[config.mk]
export PLATFORM = sky130hd
export DESIGN_NAME = ioctl_upload_server
export DESIGN_NICKNAME = d
export VERILOG_FILES = /design/src/rtl/ioctl_upload_server_pkg.sv /design/src/rtl/ioctl_upload_server.sv
export SDC_FILE = /design/constraint.sdc
export NUM_CORES = 1
export LEC_CHECK = 0
export CORE_ASPECT_RATIO = 0.8
export CORE_UTILIZATION = 55
export CTS_BUF_LIST = sky130_fd_sc_hd__clkbuf_4 sky130_fd_sc_hd__clkbuf_8 sky130_fd_sc_hd__clkbuf_16
export DETAILED_ROUTE_END_ITERATION = 12
export GPL_ROUTABILITY_DRIVEN = 1
export PLACE_DENSITY = 0.79
export SETUP_SLACK_MARGIN = 0.1
export SLEW_MARGIN = 20
export SYNTH_ARGS = -nofsm -noshare
export SYNTH_HDL_FRONTEND = slang
export SYNTH_SLANG_ARGS = --single-unit
[constraint.sdc]
create_clock -name clk_sys -period 4 [get_ports clk_sys]
set_clock_uncertainty 0.2 [all_clocks]
set_input_delay 0.8 -clock clk_sys [delete_from_list [all_inputs] [get_ports clk_sys]]
set_output_delay 0.8 -clock clk_sys [all_outputs]
set_load 0.03 [all_outputs]
[src/rtl/ioctl_upload_server_pkg.sv]
// ioctl_upload_server_pkg: shared ioctl index constants and upload FSM state type
package ioctl_upload_server_pkg;

    localparam logic [7:0] IDX_ROM = 8'h00;

    typedef enum logic [1:0] {
        IDLE,
        FETCH,
        PREFETCH
    } upload_state_t;

endpackage

[src/rtl/ioctl_upload_server.sv]
// ioctl_upload_server: answers HPS upload reads from core memory, prefetching addr+1 to avoid stalls
module ioctl_upload_server
    import ioctl_upload_server_pkg::*;
#(
    parameter int          ADDR_W = 17,
    parameter logic [7:0]  INDEX  = IDX_ROM,
    parameter logic [24:0] LIMIT  = 25'h1FFFF,
    parameter logic [7:0]  FILL   = 8'hFF
) (
    input  logic              clk_sys,
    input  logic              reset_n,
    input  logic              ioctl_upload,
    input  logic              ioctl_rd,
    input  logic [24:0]       ioctl_addr,
    input  logic [7:0]        ioctl_index,
    output logic [7:0]        ioctl_din,
    output logic              ioctl_wait,
    output logic              mem_req,
    output logic [ADDR_W-1:0] mem_addr,
    input  logic [7:0]        mem_rdata,
    input  logic              mem_ack
);

    upload_state_t     state;
    logic              wait_r;
    logic              upl_q;
    logic              discard;
    logic              pf_valid;
    logic [ADDR_W-1:0] pf_addr;
    logic [7:0]        pf_data;
    logic              pend_valid;
    logic [24:0]       pend_addr;
    logic              act;
    logic              edge_u;
    logic [24:0]       req_addr;
    logic              oor;
    logic              pmatch;
    logic              hit;
    logic              idle_miss;
    logic              pf_read;
    logic [ADDR_W-1:0] inc_base;
    logic [ADDR_W:0]   nxt;
    logic              nxt_ok;

    // Decode the incoming strobe against the prefetch buffer and work out the follow-on address
    always_comb begin
        act       = ioctl_rd && ioctl_upload && (ioctl_index == INDEX) && !wait_r;
        edge_u    = ioctl_upload ^ upl_q;
        req_addr  = (state == PREFETCH && pend_valid) ? pend_addr : ioctl_addr;
        oor       = req_addr > LIMIT;
        pmatch    = !oor && (req_addr[ADDR_W-1:0] == pf_addr);
        hit       = pf_valid && !edge_u && pmatch;
        idle_miss = (state == IDLE) && act && !oor && !hit;
        pf_read   = (state == PREFETCH) && act && !edge_u && !discard;
        inc_base  = (state == FETCH) ? mem_addr : req_addr[ADDR_W-1:0];
        nxt       = {1'b0, inc_base} + (ADDR_W+1)'(1);
        nxt_ok    = !nxt[ADDR_W] && (25'(nxt) <= LIMIT);
    end

    assign ioctl_wait = wait_r | idle_miss | pf_read;

    // Upload FSM: serve reads, run fetch/prefetch memory transactions, hold one pending read
    always_ff @(posedge clk_sys or negedge reset_n) begin
        if (!reset_n) begin
            state      <= IDLE;
            ioctl_din  <= '0;
            wait_r     <= 1'b0;
            mem_req    <= 1'b0;
            mem_addr   <= '0;
            pf_valid   <= 1'b0;
            pf_addr    <= '0;
            pf_data    <= '0;
            pend_valid <= 1'b0;
            pend_addr  <= '0;
            discard    <= 1'b0;
            upl_q      <= 1'b0;
        end else begin
            upl_q <= ioctl_upload;
            case (state)
                IDLE: begin
                    if (edge_u) pf_valid <= 1'b0;
                    if (act) begin
                        if (oor) begin
                            ioctl_din <= FILL;
                        end else if (hit) begin
                            ioctl_din <= pf_data;
                            pf_valid  <= 1'b0;
                            if (nxt_ok) begin
                                pf_addr  <= nxt[ADDR_W-1:0];
                                mem_addr <= nxt[ADDR_W-1:0];
                                state    <= PREFETCH;
                            end
                        end else begin
                            wait_r   <= 1'b1;
                            pf_valid <= 1'b0;
                            mem_req  <= 1'b1;
                            mem_addr <= req_addr[ADDR_W-1:0];
                            state    <= FETCH;
                        end
                    end
                end
                FETCH: begin
                    if (edge_u) begin
                        discard <= 1'b1;
                        wait_r  <= 1'b0;
                    end
                    if (!mem_req) begin
                        if (discard || edge_u) begin
                            discard <= 1'b0;
                            state   <= IDLE;
                        end else begin
                            mem_req <= 1'b1;
                        end
                    end else if (mem_ack) begin
                        mem_req <= 1'b0;
                        discard <= 1'b0;
                        if (discard || edge_u) begin
                            state <= IDLE;
                        end else begin
                            ioctl_din <= mem_rdata;
                            wait_r    <= 1'b0;
                            if (nxt_ok) begin
                                pf_addr  <= nxt[ADDR_W-1:0];
                                mem_addr <= nxt[ADDR_W-1:0];
                                state    <= PREFETCH;
                            end else begin
                                state <= IDLE;
                            end
                        end
                    end
                end
                PREFETCH: begin
                    if (edge_u) begin
                        discard    <= 1'b1;
                        wait_r     <= 1'b0;
                        pend_valid <= 1'b0;
                    end
                    if (pf_read) begin
                        pend_valid <= 1'b1;
                        pend_addr  <= ioctl_addr;
                        wait_r     <= 1'b1;
                    end
                    if (!mem_req) begin
                        if (discard || edge_u) begin
                            discard <= 1'b0;
                            state   <= IDLE;
                        end else begin
                            mem_req <= 1'b1;
                        end
                    end else if (mem_ack) begin
                        mem_req <= 1'b0;
                        discard <= 1'b0;
                        if (discard || edge_u) begin
                            pend_valid <= 1'b0;
                            wait_r     <= 1'b0;
                            state      <= IDLE;
                        end else if (pend_valid || pf_read) begin
                            pend_valid <= 1'b0;
                            if (pmatch) begin
                                ioctl_din <= mem_rdata;
                                wait_r    <= 1'b0;
                                if (nxt_ok) begin
                                    pf_addr  <= nxt[ADDR_W-1:0];
                                    mem_addr <= nxt[ADDR_W-1:0];
                                end else begin
                                    state <= IDLE;
                                end
                            end else if (oor) begin
                                ioctl_din <= FILL;
                                wait_r    <= 1'b0;
                                state     <= IDLE;
                            end else begin
                                wait_r   <= 1'b1;
                                mem_addr <= req_addr[ADDR_W-1:0];
                                state    <= FETCH;
                            end
                        end else begin
                            pf_data  <= mem_rdata;
                            pf_valid <= 1'b1;
                            state    <= IDLE;
                        end
                    end
                end
                default: state <= IDLE;
            endcase
        end
    end

endmodule

==> results of run 1 <==
-- area by class of cell --
class	instances	area (um2)	share of cell area [%]
Sequential cell	83	2080	30.2
Inverter	32	120	1.75
Clock buffer	12	260	3.78
Timing Repair Buffer	144	1320	19.1
Tap cell	115	144	2.09
Multi-Input combinational cell	367	2930	42.6
Clock inverter	4	32.5	0.473
-- state kept, by name, indices dropped and copies added (netlist names) --
register / count
pend_valid: 1
pf_data: 8
mem_req: 1
pf_addr: 17
mem_addr: 17
upl_q: 1
ioctl_din: 8
wait_r: 1
discard: 1
state: 2
pf_valid: 1
pend_addr: 25
-- how the worst max path moves through the flow --
| stage | startpoint | to | slack [ns] | cells past startpoint |
|---|---|---|---|---|
| final | ioctl_addr[10] | ioctl_wait | 0.20 | 8 |
| after global routing | pend_valid$_DFFE_PN0N_ | ioctl_wait | 0.12 | 8 |
| after CTS | state[0]$_DFFE_PN0P_ | mem_addr[14]$_DFFE_PN0P_ | 0.12 | 13 |
| after detailed placement | ioctl_addr[3] | ioctl_wait | -0.28 | 8 |
| after global placement | ioctl_addr[3] | ioctl_wait | -0.27 | 8 |
| after floorplan | state[0]$_DFFE_PN0P_ | pf_addr[10]$_DFFE_PN0P_ | 0.43 | 14 |
-- power by group through the flow --
stage | clock [mW] | sequential [mW] | combinational (mW)
final | 0.819 | 1.38 | 3.32
after global routing | 0.863 | 1.41 | 3.51
after CTS | 0.830 | 1.37 | 3.21
after detailed placement | 0 | 1.38 | 3.18
after global placement | 0 | 1.36 | 3.13
after floorplan | 0 | 1.55 | 1.85
-- logic make-up (layout without fill, tap and decap cells) --
group / count (synthesis) / count (layout) / synth area share [%]
buffers and inverters: 57 / 192 / 5.36
AND/OR/NAND/NOR: 139 / 139 / 14.9
flip-flops: 83 / 83 / 39.8
XOR/XNOR: 30 / 30 / 5.17
adder cells (fa/ha/maj): 5 / 5 / 1.20
multiplexers: 66 / 66 / 14.7
AO/OA/AOI/OAI: 127 / 127 / 18.9
-- critical path: cells and delay by family --
family,cells,cell delay (ns)
buffers and inverters,3,0.71
AOI/OAI and AO/OA,4,1.11
and+or+nand+nor,1,0.18
-- cells in the final DEF (no fill, tap or decap), types with 3 or more instances in the layout --
| cell | netlist | routed |
|---|---|---|
| a221o_1 | 17 | 17 |
| a21o_1 | 5 | 5 |
| nor2b_1 | 4 | 3 |
| mux2_4 | 10 | 10 |
| o22ai_1 | 22 | 22 |
| a31oi_1 | 3 | 3 |
| clkbuf_16 | 0 | 9 |
| nand4_1 | 8 | 8 |
| nor2_1 | 29 | 28 |
| o31a_1 | 4 | 4 |
| buf_4 | 5 | 68 |
| clkdlybuf4s50_1 | 0 | 69 |
| nor3_1 | 15 | 15 |
| o21ai_0 | 12 | 12 |
| ha_1 | 5 | 3 |
| o31ai_1 | 4 | 4 |
| buf_12 | 1 | 4 |
| nand3_2 | 2 | 3 |
| mux2_2 | 45 | 45 |
| a21oi_1 | 16 | 16 |
| mux2i_1 | 11 | 11 |
| or3_1 | 5 | 5 |
| dfrtp_1 | 83 | 83 |
| xor2_1 | 6 | 6 |
| a21bo_2 | 3 | 3 |
| a221oi_2 | 2 | 4 |
| nor4_1 | 5 | 5 |
| xnor2_1 | 23 | 23 |
| nand2b_1 | 11 | 11 |
| nand3_1 | 15 | 14 |
| inv_1 | 32 | 32 |
| nor3b_1 | 5 | 5 |
| nand2_1 | 20 | 20 |
| a211oi_1 | 9 | 8 |
-- repair_timing --
| action | in CTS | in global routing |
|---|---|---|
| pin swaps | 1 | 4 |
| buffers inserted | 0 | 1 |
| gates resized for setup | 6 | 14 |
| endpoints found under the setup margin | 21 | 37 |
-- per-layer routing --
layer	share of wire, %	global-route usage [%]	wire length, um	vias up
li1	-	-	-	2162
met1	46	45.0	6900	2344
met2	44	47.1	6660	225
met3	8.9	7.46	1340	23
met4	1.0	10.5	152	0
met5	0	0	0	-
-- stage by stage --
step / worst slack (ns) / TNS (ns)
CTS: 0.118 / 0
global route: 0.119 / 0
finish: 0.200 / 0
floorplan: 0.425 / 0
global placement: -0.270 / -3.09
detailed placement: -0.279 / -2.89
==> metrics.cfg, run 1 <==
[grt]
grt_pass1_vias=4576
grt_pass1_wl_mm=23.7
grt_antenna_before_repair=0
grt_overflow=0
grt_max_degree=84
track_usage_pct=31.4

[min_path]
min_path_type=in -> async

[place]
dp_cells=740
dpl.hpwl_mm=10.7
post_dp_cell_area_mm2=0.00651
gp_congestion=0.953
portBuffers=72

[power]
power_density_mw_per_mm2=801
p_comb_share_pct=60.2
pwr-share-clk_pct=14.8
switching_power_mw=2.36
irDropWorstVdd_uv=432
leakage_nw=3.02
p_sw_share_pct=42.8
p_int_mw=3.16
p_seq_share_pct=24.9
finalPower_mw=5.52

[timing]
setup_viol=0
rsz0062_at_grt=false
slew_viol_final=0
clock.fmax_ghz=0.263
slew_headroom_pct=46.7
tightestPinTransition_ns=0.799
hold_viol_final=0
holdWs_ns=0.281
post-route-period-util_pct=95.0
final.min_clock_period_ns=3.80

[logic_synthesis]
synth_warnings=0
synth_edf_count=0
yosys_most_used_dff=dfrtp_1
synth_fp_nets=558
synth.area.top_cells=dfrtp_1 40%, mux2_2 9.7%, xnor2_1 3.9%
synth_cell_types=77
synth_top_area_share_pct=39.8
async_flop_share_pct=100
synth-seq-cells=83
synth_cells=507
synth_top_cell_by_area=dfrtp_1
yosysSeqAreaShare_pct=39.8
synth_common_cells=83 x dfrtp_1, 45 x mux2_2, 32 x inv_1
synth.most_common_cell=dfrtp_1
synth_area_mm2=0.00523
avgSynthCellArea_um2=10.3

[clock_tree]
clk_latency_ns=0.35
clk_path_buf_depth=2
cts_tree=yes
numCtsBuffers=9
path_clk_slew_ns=0.06
cts.sinks=83
cts_max_level=3
hold_buffers=0
ctsRootBufferMaster=clkbuf_16

[floorplanning]
start_util_pct=57.1
ioPinCount=73
fp.dieH_um=89.2
die_area_mm2=0.00990
dieWidth_um=111
core_mm2=0.00915
fp-row-count=31

[status]
outcome=complete, but fails checks
violations=design-rule violations

[setup_path]
arrival_ns=2.80
critical_path.slowest_cell=clkdlybuf4s50_1
crit_required_ns=3.00
start_kind=input port
crit_path_cell_trace=clkdlybuf4s50_1 -> inv_1 -> a22o_1 -> o31a_1 -> a211oi_2 -> nand4_1 -> a311o_1 -> buf_4
ff2ff_setup_slack_ns=0.24
reg2reg_to=state[1]$_DFFE_PN0P_
crit_type=in -> out
reg2reg_depth=12
critPathMaxStageDelay_ns=0.48
rr_startpoint=pend_valid$_DFFE_PN0N_
end_kind=output pin
path_max_fanout=2

[final_layout]
fillers=640
fin_area_mm2=0.00688
drive_gt1_share_pct=27.3
finalCoreUtilization_pct=75.2
finalNetCount=688
final_cells=757
antennaDiodeCount=0
areaGrowthSynthToFinish_pct=31.7

[routing]
vias_per_cell=6.28
route.antenna.remaining_nets=0
dr.pass1.iters=9
drc=4
drtIter0Drc=556
via_count=4754
routed_wl_mm=15.1
wl_per_cell_um=19.9

[flow_run]
maxCapViolCount=0

No activity file was read; power rests on OpenSTA's default activity.
==> run 2, diff against run 1 <==
Settings changed: ABC_AREA set to 1, PLACE_DENSITY 0.79 to 0.78.
==> metrics.cfg, run 2 <==
[min_path]
min_path_type=in -> async

[clock_tree]
cts_resized=1  ; -5
clk_latency_ns=0.34  ; about the same
ctsRootBufferMaster=clkbuf_16
cts_tree=yes
cts_setup_buffers=0  ; unchanged
numCtsBuffers=9  ; unchanged
hold_buffers=0  ; unchanged
path_clk_slew_ns=0.06  ; about the same
cts.sinks=83  ; unchanged
cts_max_level=3  ; unchanged
clk_path_buf_depth=2  ; unchanged

[floorplanning]
fp-row-count=33  ; +6.5%
core_mm2=0.0102  ; +12%
dieWidth_um=117  ; +5.3%
fp.dieH_um=93.9  ; +5.3%
ioPinCount=73  ; unchanged
start_util_pct=56.7  ; -0.37 points
die_area_mm2=0.0110  ; +11%

[setup_path]
worstSetupEndpoint=ioctl_wait
reg2reg_to=pf_addr[11]$_DFFE_PN0P_
start_kind=register
crit_type=reg -> out
crit_required_ns=3.00  ; about the same
end_kind=output pin
reg2reg_depth=15  ; +3
path_max_fanout=24  ; +22
startpoint=state[0]$_DFFE_PN0P_
arrival_ns=2.66  ; -0.14 ns
rr_startpoint=state[1]$_DFFE_PN0P_
ff2ff_setup_slack_ns=0.75  ; +0.51 ns

[logic_synthesis]
synth_top_cell_by_area=dfrtp_1
synth_cell_types=35  ; -55%
synth.most_common_cell=nand2_1
yosys_most_used_dff=dfrtp_1
synth_edf_count=0  ; unchanged
avgSynthCellArea_um2=6.61  ; -36%
yosysSeqAreaShare_pct=35.8  ; -4.0 points
synth_area_mm2=0.00581  ; +11%
synth_warnings=0  ; unchanged
synth_fp_nets=929  ; +66%
synth_top_area_share_pct=35.8  ; -4.0 points
async_flop_share_pct=100  ; unchanged
synth_cells=878  ; +73%
synth.area.top_cells=dfrtp_1 36%, nand2_1 25%, nand3_1 6.1%
synth-seq-cells=83  ; unchanged
synth_common_cells=393 x nand2_1, 83 x dfrtp_1, 82 x inv_1

[final_layout]
finalNetCount=997  ; +45%
fin_area_mm2=0.00696  ; +1.1%
max_flop_register=pend_addr
reg.largest.list=pend_addr: 25 flops, mem_addr: 17 flops, pf_addr: 17 flops
fillers=946  ; +48%
areaGrowthSynthToFinish_pct=19.8
final_cells=1091  ; +44%
largest_reg_flops=25  ; unchanged
finalCoreUtilization_pct=68.0  ; -7.2 points
antennaDiodeCount=0  ; unchanged
register_area_mm2=0.00208  ; unchanged
layout_commonest_cell=nand2_1
layout_common_cells=391 x nand2_1, 83 x dfrtp_1, 82 x inv_1
drive_gt1_share_pct=11.1  ; -16 points
multi_input_area_mm2=0.00322  ; +9.9%

[power]
p_comb_share_pct=10.3  ; -50 points
p_sw_share_pct=24.1  ; -19 points
irDropWorstVdd_uv=182  ; -58%
p_seq_share_pct=42.8  ; +18 points
leakage_nw=3.60  ; +19%
pwr-share-clk_pct=47.0  ; +32 points
power_density_mw_per_mm2=284  ; -65%
p_int_mw=1.50  ; -52%
switching_power_mw=0.477  ; -80%

[routing]
via_count=5722  ; +20%
route.antenna.remaining_nets=0  ; unchanged
drtIter0Drc=598  ; +7.6%
dr.pass1.iters=10  ; +1
drc=2  ; -2
vias_per_cell=5.24  ; -16%
wl_per_cell_um=14.4  ; -27%
routed_wl_mm=15.8  ; +4.7%

[grt]
grt_pass1_vias=5131  ; +12%
track_usage_pct=30.8  ; -0.66 points
grt_use_met3_pct=5.68  ; -1.8 points
grt_antenna_before_repair=0  ; unchanged
grtUsageMet2_pct=42.7  ; -4.4 points
grt_max_degree=84  ; unchanged
grt_overflow=0  ; unchanged
grt_pass1_wl_mm=25.7  ; +8.3%
top_usage_layer=met1
gr-usage-met1_pct=48.5  ; +3.5 points

[flow_run]
maxCapViolCount=0  ; unchanged

[status]
outcome=complete, but fails checks
violations=design-rule violations

[place]
gp_congestion=0.994  ; +4.3%
dp_cells=1075  ; +45%
post_dp_cell_area_mm2=0.00659  ; +1.2%
portBuffers=72  ; unchanged
dpl.hpwl_mm=11.4  ; +6.8%

[timing]
tightestPinTransition_ns=0.764  ; -0.0349 ns
clock.fmax_ghz=0.273  ; +3.8%
final.min_clock_period_ns=3.66  ; -0.139 ns
hold_viol_final=0  ; unchanged
post-route-period-util_pct=91.5  ; -3.5 points
slew_headroom_pct=49.0  ; +2.3 points
slew_viol_final=0  ; unchanged
rsz0062_at_grt=false
finalSetupTns_ns=0  ; unchanged
setup_viol=0  ; unchanged

-- run 2: cell count changes after synthesis, sizes merged, moves of 17 or more --
| cell | change |
|---|---|
| nand2 | +392 |
| nand3 | +56 |
| o21ai | +56 |
| inv | +53 |
| mux2 | -47 |
| nor2 | +37 |
| xnor2 | -23 |
| o22ai | -22 |
| a221o | -17 |
-- run 2: final cells by class --
| class | instances | share of cell area (%) |
|---|---|---|
| clock buffers | 11 | 3.54 |
| clock inverters | 5 | 1.22 |
| inverters | 86 | 4.67 |
| multi-input cells | 681 | 46.3 |
| flip-flops and latches | 83 | 29.8 |
| well taps | 140 | 2.52 |
| repair buffers | 85 | 11.9 |
-- run 2: metal layers --
metal / vias up / part of all wire (%)
li1: 2906 / -
met2: 223 / 40
met4: 0 / 1.6
met5: - / 0
met1: 2569 / 50
met3: 24 / 8.0
-- run 2: kinds of logic after synthesis --
kind of cell | Yosys count | share of synthesized area, %
simple gates | 583 | 43.2
buf+inv | 114 | 9.16
flops | 83 | 35.8
compound gates | 80 | 8.45
mux | 8 | 1.55
xor+xnor | 5 | 0.754
fa+ha+maj | 5 | 1.08
-- run 2: worst min path at each step --
stage	from	endpoint	cells after the start
CTS	pend_addr[10]$_DFFE_PN0P_	pend_addr[10]$_DFFE_PN0P_	2
global placement	pend_addr[21]$_DFFE_PN0P_	pend_addr[21]$_DFFE_PN0P_	2
finish	reset_n	pend_addr[22]$_DFFE_PN0P_	1
floorplan	pend_addr[10]$_DFFE_PN0P_	pend_addr[10]$_DFFE_PN0P_	2
detailed placement	pend_addr[9]$_DFFE_PN0P_	pend_addr[9]$_DFFE_PN0P_	2
global route	pend_addr[10]$_DFFE_PN0P_	pend_addr[10]$_DFFE_PN0P_	2
-- run 2: critical path, cell delays in order (launching register included) --
cell and delay (ns):
dfrtp_1 0.40, inv_1 0.13, ha_4 0.20, buf_12 0.17, nand3_1 0.11, nand2_1 0.17, nand2_1 0.07, nand2_1 0.10
nand2_1 0.07, nor2_2 0.17, nand3_2 0.14, nor2_4 0.15, nand2_4 0.07, nand2_4 0.10, o211ai_1 0.09, buf_4 0.17
-- run 2: power groups by stage --
stage               logic (mW)  clock network (mW)  registers, mW
finish                   0.203               0.929          0.846
global route             0.224               0.970          0.846
CTS                      0.200               0.944          0.846
global placement         0.199                   0          0.862
floorplan               0.0889                   0          0.870
detailed placement       0.198                   0          0.862
-- run 2: per-stage QoR --
stage          hold slack (ns)  total power, mW  worst slack (ns)
2_1_floorplan            0.242            0.959             0.761
3_3_place_gp             0.259             1.06             0.316
3_5_place_dp             0.263             1.06             0.295
4_1_cts                  0.279             1.99             0.154
5_1_grt                  0.299             2.04             0.161
6_report                 0.275             1.98             0.339
==> run 3, diff against run 2 <==
Settings changed: CORE_MARGIN set to 2, MAX_ROUTING_LAYER set to met4.
==> metrics.cfg, run 3 (same netlist as run 2, synthesis figures left out) <==
[setup_path]
startpoint=state[0]$_DFFE_PN0P_
crit_required_ns=3.00  ; about the same
critPathMaxStageDelay_ns=0.45  ; +0.05 ns
end_kind=output pin
critical_path.slowest_cell=dfrtp_2
crit_path_cell_trace=inv_2 -> ha_4 -> buf_12 -> nand3_1 -> nand2_2 -> nand2_1 -> nand2_1 -> nand3_1 -> nor2_2 -> nand3_2 -> nor2_4 -> nand2_4 -> nand2_4 -> o211ai_1 -> buf_4
rr_startpoint=state[1]$_DFFE_PN0P_
start_kind=register
crit_type=reg -> out
path_max_fanout=24  ; unchanged
cpLargestDelayFamily=simple AND/OR/NAND/NOR gates
arrival_ns=2.74  ; +0.08 ns
path_buf_inv=3  ; unchanged

[power]
p_int_mw=1.36  ; -9.1%
power_density_mw_per_mm2=271  ; -4.8%
leakage_nw=3.59  ; -0.43%
p_seq_share_pct=45.1  ; +2.3 points
p_sw_share_pct=27.2  ; +3.1 points
switching_power_mw=0.510  ; +7.1%
p_comb_share_pct=10.7  ; +0.4 points
finalPower_mw=1.88  ; -5.2%
pwr-share-clk_pct=44.2  ; -2.8 points
irDropWorstVdd_uv=188  ; +2.8%

[min_path]
min_path_type=reg -> reg
hold_start=pend_addr[17]$_DFFE_PN0P_

[final_layout]
max_flop_register=pend_addr
largest_reg_flops=25  ; unchanged
areaGrowthSynthToFinish_pct=19.3
reg.largest.list=pend_addr: 25 flops, mem_addr: 17 flops, pf_addr: 17 flops
layout_common_cells=392 x nand2_1, 82 x dfrtp_1, 81 x inv_1
drive_gt1_share_pct=11.3  ; +0.20 points
antennaDiodeCount=0  ; unchanged
fin_area_mm2=0.00693  ; -0.49%
finalCoreUtilization_pct=67.4  ; -0.60 points
finalNetCount=998  ; +0.10%
fillers=935  ; -1.2%
layout_commonest_cell=nand2_1
final_cells=1092  ; +0.092%

[grt]
grt_max_degree=84  ; unchanged
grt_pass1_wl_mm=25.8  ; +0.54%
track_usage_pct=30.1  ; -0.70 points
grt_overflow=0  ; unchanged
grt_antenna_before_repair=0  ; unchanged
grt_pass1_vias=5129  ; -0.039%

[clock_tree]
cts.sinks=83  ; unchanged
ctsRootBufferMaster=clkbuf_16
clk_path_buf_depth=2  ; unchanged
numCtsBuffers=9  ; unchanged
clk_latency_ns=0.35  ; about the same
cts_tree=yes
cts_setup_buffers=0  ; unchanged
cts_max_level=3  ; unchanged
path_clk_slew_ns=0.07  ; about the same

[timing]
slew_viol_final=0  ; unchanged
tightestPinTransition_ns=0.763  ; -0.00134 ns
worst_slack_ns=0.263  ; -0.0752 ns
holdWs_ns=0.272  ; -0.00350 ns
finalSetupTns_ns=0  ; unchanged
hold_viol_final=0  ; unchanged
clock.fmax_ghz=0.268  ; -2.0%
setup_viol=0  ; unchanged
rsz0062_at_grt=false
final.min_clock_period_ns=3.74  ; +0.0752 ns
slew_headroom_pct=49.1  ; +0.089 points
post-route-period-util_pct=93.4  ; +1.9 points

[floorplanning]
die_area_mm2=0.0114  ; +3.9%
fp.dieH_um=95.9  ; +2.1%
dieWidth_um=119  ; +1.7%
ioPinCount=73  ; unchanged
fp-row-count=33  ; unchanged
start_util_pct=56.5  ; -0.23 points
core_mm2=0.0103  ; +0.40%

[status]
outcome=finished, final reports clean

[routing]
drc=0  ; -2
drtIter0Drc=502  ; -16%
via_count=5770  ; +0.84%
routed_wl_mm=15.9  ; +0.95%
wl_per_cell_um=14.6  ; +0.85%
dr.pass1.iters=5  ; -5
vias_per_cell=5.28  ; +0.75%
route.antenna.remaining_nets=0  ; unchanged

[place]
portBuffers=72  ; unchanged
dp_cells=1076  ; +0.093%
post_dp_cell_area_mm2=0.00660  ; +0.11%
dp_slack_ns=0.288  ; -0.00756 ns
gp_congestion=1.00  ; +1.0%
dpl.hpwl_mm=11.6  ; +1.6%

[flow_run]
maxCapViolCount=0  ; unchanged

[run 3: cell type report]
class	count	area [um2]	area share (%)
Sequential cell	83	2080	30.0
Tap cell	140	175	2.53
Timing Repair Buffer	86	837	12.1
Clock buffer	9	225	3.25
Clock inverter	7	66.3	0.958
Multi-Input combinational cell	681	3220	46.5
Inverter	86	325	4.70
[run 3: timing repair]
item,CTS,global route
gates resized for setup,3,7
hold buffers,0,0
endpoints found under the setup margin,1,1
[run 3: power by group through the flow]
stage	combinational [mW]	clock, mW	sequential, mW
final	0.200	0.829	0.846
after global routing	0.223	0.880	0.846
after CTS	0.199	0.843	0.846
after detailed placement	0.197	0	0.862
after global placement	0.197	0	0.862
after floorplan	0.0889	0	0.870
[run 3: worst register-to-register path: cells and delay by family (launching register included)]
| kind | cells | cell delay, ns |
|---|---|---|
| compound gates | 2 | 0.22 |
| fa+ha+maj | 2 | 0.39 |
| buf+inv | 3 | 0.58 |
| flops | 1 | 0.45 |
| simple gates | 11 | 1.45 |
[run 3: routing by layer]
metal / up-vias / GRT usage (%) / wire length [um]
met5: - / - / 0
met3: 19 / 7.76 / 1660
li1: 2901 / - / -
met1: 2612 / 43.4 / 7680
met4: 0 / 7.64 / 162
met2: 238 / 42.0 / 6410
[run 3: final timing paths]
kind                                             end  slack (ns)  depth (start not counted)
max                                       ioctl_wait        0.26                         15
min                        pend_addr[17]$_DFFE_PN0P_        0.27                          2
max reg2reg                  mem_addr[8]$_DFFE_PN0P_        0.61                         18
min reg2reg                pend_addr[17]$_DFFE_PN0P_        0.27                          2
max in group asynchronous       state[0]$_DFFE_PN0P_        2.77                          1
min in group asynchronous   ioctl_din[0]$_DFFE_PN0P_        0.28                          1
